File: src/rtl/fft_pkg.sv
// Shared FFT datapath definitions.
//   bitrev()              : reverses the low w bits of x (w <= BITREV_MAX_W)
//   FFT_DEFAULT_SAMPLES   : default frame length
//   FFT_DEFAULT_WIDTH     : default sample width
//   bank_t                : ping-pong bank index
package fft_pkg;

  localparam int unsigned FFT_DEFAULT_SAMPLES = 8;
  localparam int unsigned FFT_DEFAULT_WIDTH   = 3;

  localparam int unsigned BITREV_MAX_W = 16;
  localparam int unsigned BITREV_IDX_W = $clog2(BITREV_MAX_W);

  typedef logic bank_t;

  // Bits at and above w come back as zero.
  function automatic logic [BITREV_MAX_W-1:0] bitrev(input logic [BITREV_MAX_W-1:0] x,
                                                     input int unsigned              w);
    logic [BITREV_MAX_W-1:0] r;
    r = '0;
    for (int unsigned i = 0; i < BITREV_MAX_W; i++) begin
      if (i < w) r[BITREV_IDX_W'(i)] = x[BITREV_IDX_W'(w - 1 - i)];
    end
    return r;
  endfunction

endpackage

File: src/rtl/fft_bitrev_index.sv
// Combinational bit-reversal of an ADDR_W-bit index.
//   idx     : natural-order index
//   idx_rev : idx with its ADDR_W bits reversed
module fft_bitrev_index
  import fft_pkg::*;
#(
  parameter int unsigned ADDR_W = 3
) (
  input  logic [ADDR_W-1:0] idx,
  output logic [ADDR_W-1:0] idx_rev
);

  assign idx_rev = ADDR_W'(bitrev(BITREV_MAX_W'(idx), ADDR_W));

endmodule

File: src/rtl/fft_bitrev_unscramble_buffer.sv
// Ping-pong reorder buffer: accepts one frame in bit-reversed order while
// presenting the previous frame in natural order.
//   clk, rst_n          : clock, synchronous active-low reset
//   in_valid/in_ready   : input handshake, in_data in bit-reversed order
//   out_valid/out_ready : output handshake, out_data in natural order
//   out_last            : marks natural index SAMPLES-1 of each frame
module fft_bitrev_unscramble_buffer
  import fft_pkg::*;
#(
  parameter int unsigned SAMPLES = FFT_DEFAULT_SAMPLES,
  parameter int unsigned WIDTH   = FFT_DEFAULT_WIDTH
) (
  input  logic             clk,
  input  logic             rst_n,
  input  logic             in_valid,
  output logic             in_ready,
  input  logic [WIDTH-1:0] in_data,
  output logic             out_valid,
  input  logic             out_ready,
  output logic [WIDTH-1:0] out_data,
  output logic             out_last
);

  localparam int unsigned ADDR_W = $clog2(SAMPLES);
  localparam logic [ADDR_W-1:0] LAST_IDX = ADDR_W'(SAMPLES - 1);

  logic [WIDTH-1:0]  mem [2][SAMPLES];
  logic [ADDR_W-1:0] wcnt;
  logic [ADDR_W-1:0] rcnt;
  logic [ADDR_W-1:0] waddr;
  bank_t             wbank;
  bank_t             rbank;
  logic [1:0]        full;
  logic              in_fire;
  logic              out_fire;

  // Scatter writes to the bit-reversed slot so reads can walk linearly.
  fft_bitrev_index #(
    .ADDR_W (ADDR_W)
  ) u_wr_rev (
    .idx     (wcnt),
    .idx_rev (waddr)
  );

  // Handshake and output decode, all from flops (in_ready also from rst_n).
  always_comb begin
    in_ready  = rst_n && !full[wbank];
    out_valid = full[rbank];
    out_data  = out_valid ? mem[rbank][rcnt] : '0;
    out_last  = out_valid && (rcnt == LAST_IDX);
    in_fire   = in_valid && in_ready;
    out_fire  = out_valid && out_ready;
  end

  // Sample storage; not reset.
  always_ff @(posedge clk) begin
    if (in_fire) mem[wbank][waddr] <= in_data;
  end

  // Counters, bank pointers and full flags. Writer and reader only ever
  // touch different banks when both fire on a frame boundary.
  always_ff @(posedge clk) begin
    if (!rst_n) begin
      wcnt  <= '0;
      rcnt  <= '0;
      wbank <= 1'b0;
      rbank <= 1'b0;
      full  <= '0;
    end else begin
      if (in_fire) begin
        wcnt <= wcnt + 1'b1;
        if (wcnt == LAST_IDX) begin
          full[wbank] <= 1'b1;
          wbank       <= ~wbank;
        end
      end
      if (out_fire) begin
        rcnt <= rcnt + 1'b1;
        if (out_last) begin
          full[rbank] <= 1'b0;
          rbank       <= ~rbank;
        end
      end
    end
  end

endmodule

File: config.mk
export PLATFORM = sky130hd
export DESIGN_NAME = fft_bitrev_unscramble_buffer
export DESIGN_NICKNAME = d
export VERILOG_FILES = /design/src/rtl/fft_pkg.sv /design/src/rtl/fft_bitrev_index.sv /design/src/rtl/fft_bitrev_unscramble_buffer.sv
export SDC_FILE = /design/constraint.sdc
export NUM_CORES = 1
export LEC_CHECK = 0
export ABC_AREA = 0
export BUFFER_PORTS_ARGS = -buffer_cell sky130_fd_sc_hd__buf_2
export CORE_ASPECT_RATIO = 1.25
export CORE_MARGIN = 2
export CORE_UTILIZATION = 60
export CTS_CLUSTER_DIAMETER = 200
export DETAILED_ROUTE_END_ITERATION = 8
export MAX_ROUTING_LAYER = met4
export PLACE_DENSITY = 0.78
export SLEW_MARGIN = 20
export SYNTH_ARGS = -nofsm -noshare
export SYNTH_HDL_FRONTEND = slang
export SYNTH_HIERARCHICAL = 1
export SYNTH_SLANG_ARGS = --single-unit
export TNS_END_PERCENT = 20
File: constraint.sdc
create_clock -name clk -period 2.2 [get_ports clk]
set_input_delay 0.33 -clock clk [delete_from_list [all_inputs] [get_ports clk]]
set_output_delay 0.33 -clock clk [all_outputs]
set_load 0.01 [all_outputs]
==> implementation parameters <==
Parameter                              Value

Run status
  Outcome    complete, no violations

Floorplan
  Floorplan die height    77.3 um
  Ports    13
  X dimension of the die    62.7 um
  Area of the core region    between 4000 and 5000 um2
  Total die area    between 4000 and 5000 um2
  Number of rows in the core area    26
  Starting utilization of the core area    62.9%

Routing
  Number of DRC markers in iteration 0    between 100 and 150
  Vias/cell    between 5 and 6
  Post-DRT Antenna Nets    0
  Routed met2 length    2340 um
  Total number of vias    ~1500
  Highest routing layer actually used    met4
  Wl on met1    about 2000 um
  Total wirelength of the detailed-routed design    about 4700 um
  Number of DRC violations after detailed routing    0
  Drt first pass iters    4
  Metal3 WL    260 um
  Average wire length per cell after detail routing    ~18 um

STA
  Final period util    between 90 and 100%
  Minimum clock period    2100 ps
  Least setup slack across all paths after layout    between 90 and 100 ps
  Timing-limited maximum frequency    475 MHz
  Transition time at the pin with the least slew margin    about 520 ps
  Worst clock skew    around 4.5 ps
  Final setup vio count    0
  Total Neg Setup Slack    0 ps
  Final hold violation count    0
  Count of final max-slew check failures    0
  RSZ-0062 raised after global routing    no
  Relative max-transition margin    about two thirds

Logic synthesis
  Total of flip-flops plus latches after synthesis    slightly below 60
  Nets in the synthesized netlist    roughly 190
  Distinct cell type count of the synthesized netlist    36
  Gate count after technology mapping    about 180
  Portion of the post-synthesis area used by sequential elements    between 60% and 70%
  Synth Area per Inst    14.3 um2
  Cell area after synthesis    about 2600 um2
  Synthesis warning total    6

Setup path
  CP startpoint kind    register
  Kind of critical path    reg2out
  Arrival time of the worst setup path    approximately 1800 ps
  Type of destination of the critical path    output port
  Origin of the critical flop-to-flop path    wbank$_SDFFE_PN0P_
  Largest driver fanout on the critical path    5
  Required time at the worst-slack endpoint    around 1900 ps

Power
  VDD IR max    about 0.56 mV
  Power per cell area    roughly 750 nW/um2
  Static power due to leakage    0.000990 uW

Placement
  Worst slack after detailed placement    between 300 and 400 ps
  Placed wire-length estimate    approximately 3200 um
  Count of placed standard cells including taps    241
  Number of buffer cells added on primary ports    12
  Final estimated routing congestion in global placement    around 0.81

Global routing
  Global-route wire length before repair    between 7000 and 8000 um
  Residual overflow from global routing    0
  Vias in the first global route    between 1500 and 2000
  Total track usage    a little under a quarter
  Pin count of the biggest net entering global routing    17
  Number of antenna violations at the first check in global routing    0

Layout
  Net total in the final layout    210
  P&R area growth vs syn    11.5%
  Diodes inserted    0
  Number of non-filler instances in the completed layout    between 200 and 300
  Final Core Density    ~70%
  Share of final-layout standard cells stronger than drive strength 1    about a quarter
  Number of fill cells in the layout    ~280

Clock network
  Clock-pin slew reported for the worst setup and hold paths after clock tree synthesis    roughly 60 ps
  Master cell of the clock root buffer    sky130_fd_sc_hd__clkbuf_8
  Clock sink total    a little under 60
  Count of H-tree levels built during CTS    3
  Clock Tree Buf Depth    2
  Source-to-sink clock delay at the later pin of the worst-skew pair    roughly 330 ps
  Number of clock buffers inserted by TritonCTS    9
  CTS tree    done
  Hold-fix buffers, CTS    0

Min path
  Min-Delay Path Class    in2reg
  Worst hold path startpoint    out_ready

Job
  Number of max-cap violations    0
worst paths after layout:
path              slack (ps)              endpoint  depth (start not counted)
hold reg to reg          570  wcnt[2]$_SDFFE_PN0N_                          2
setup reg to reg         400   mem[1][1]$_DFFE_PP_                          4
setup / recovery         100           out_data[2]                          5
hold / removal           310  rcnt[2]$_SDFFE_PN0P_                          3
layout make-up:
class                      instances  area, um2  share of cell area [%]
clock inverter                     2       10.0                   0.348
inverter                           2       7.51                   0.261
clock buffer                      14        173                    6.00
tap                               56       70.1                    2.44
timing repair buffer              18        113                    3.91
sequential                        59       1660                    57.8
multi-input combinational        109        841                    29.2
kinds of logic (layout without fill, tap and decap cells):
| logic type | count (synthesis) | count (layout) | share of synthesized area (%) |
|---|---|---|---|
| AO/OA/AOI/OAI | 15 | 15 | 4.07 |
| XOR/XNOR | 2 | 2 | 0.679 |
| adder cells (fa/ha/maj) | 4 | 4 | 1.94 |
| buffers and inverters | 13 | 36 | 3.15 |
| flip-flops | 59 | 59 | 64.4 |
| multiplexers | 23 | 23 | 12.0 |
| AND/OR/NAND/NOR | 65 | 65 | 13.7 |
through the flow:
step / instance area (um2) / hold slack [ps] / power [uW]
floorplan: 2580 / 429 / 1270
global placement: 2660 / 508 / 1290
detailed placement: 2660 / 524 / 1290
CTS: 2840 / 293 / 2170
global route: 2880 / 312 / 2220
finish: 2880 / 309 / 2150
synthesized netlist by cell type (all sizes together):
library cell	count	area [um2]
a22oi	2	15.0
nor2b	2	12.5
mux4	6	135
inv	2	7.50
mux2	1	15.0
nor3	4	40.0
nand2	17	66.3
o211a	1	10.0
buf	9	66.3
or3	3	23.8
clkbuf	2	7.51
or2b	1	7.51
nand3b	2	22.5
a21boi	6	45.0
and3	1	6.26
nand2b	1	6.26
and2	4	25.0
o21ai	4	20.0
nand3	9	55.1
a31oi	1	6.26
xnor2	2	17.5
ha	4	50.1
edfxtp	48	1440
dfxtp	11	220
nand4	4	25.0
a311oi	1	8.76
mux2i	16	160
nor2	17	63.8
worst max-delay path, stage by stage (launching register included):
cell                      delay [ps]
sky130_fd_sc_hd__dfxtp_1         350
sky130_fd_sc_hd__buf_4           190
sky130_fd_sc_hd__mux4_2          520
sky130_fd_sc_hd__mux2i_1         160
sky130_fd_sc_hd__o21ai_1          80
sky130_fd_sc_hd__buf_2           140
flip-flops by register name (all words and copies together), names as in the netlist, named ones only:
register	cells
wbank	1
wcnt	3
full	2
rcnt	3
rbank	1
mem	48
timing repair:
item,in CTS,in global routing
endpoints found under the setup margin,0,2
gates resized for setup,0,4
setup buffers,0,3
cells in the final DEF, fill, tap and decap left out, types with 2 or more instances in the layout:
cell type / n
sky130_fd_sc_hd__buf_2: 12
sky130_fd_sc_hd__xnor2_1: 2
sky130_fd_sc_hd__nor2_1: 17
sky130_fd_sc_hd__clkinv_2: 2
sky130_fd_sc_hd__mux4_2: 6
sky130_fd_sc_hd__ha_1: 4
sky130_fd_sc_hd__buf_4: 5
sky130_fd_sc_hd__clkbuf_8: 12
sky130_fd_sc_hd__or3_1: 2
sky130_fd_sc_hd__o21ai_1: 2
sky130_fd_sc_hd__and2_1: 4
sky130_fd_sc_hd__o21ai_0: 2
sky130_fd_sc_hd__nand4_1: 4
sky130_fd_sc_hd__dfxtp_1: 10
sky130_fd_sc_hd__nand3_2: 2
sky130_fd_sc_hd__edfxtp_1: 48
sky130_fd_sc_hd__nor2b_1: 2
sky130_fd_sc_hd__clkbuf_1: 2
sky130_fd_sc_hd__mux2i_1: 15
sky130_fd_sc_hd__a22oi_1: 2
sky130_fd_sc_hd__nor3_2: 4
sky130_fd_sc_hd__nand3b_2: 2
sky130_fd_sc_hd__nand3_1: 7
sky130_fd_sc_hd__a21boi_1: 6
sky130_fd_sc_hd__nand2_1: 16
power breakdown:
| part | switching (uW) | internal (uW) | total, uW | leakage [uW] |
|---|---|---|---|---|
| Sequential | 6.60 | 1210 | 1220 | 0.000522 |
| Combinational | 33.2 | 16.9 | 50.0 | 0.000372 |
| Clock | 381 | 498 | 879 | 0.0000965 |
| Total | 421 | 1730 | 2150 | 0.000990 |
metal layers:
metal,vias up,track usage [%]
met1,717,27.9
met3,13,6.60
met2,44,34.9
li1,705,-
met5,-,-
met4,0,10.2
Power figures use the tool's default switching activity.
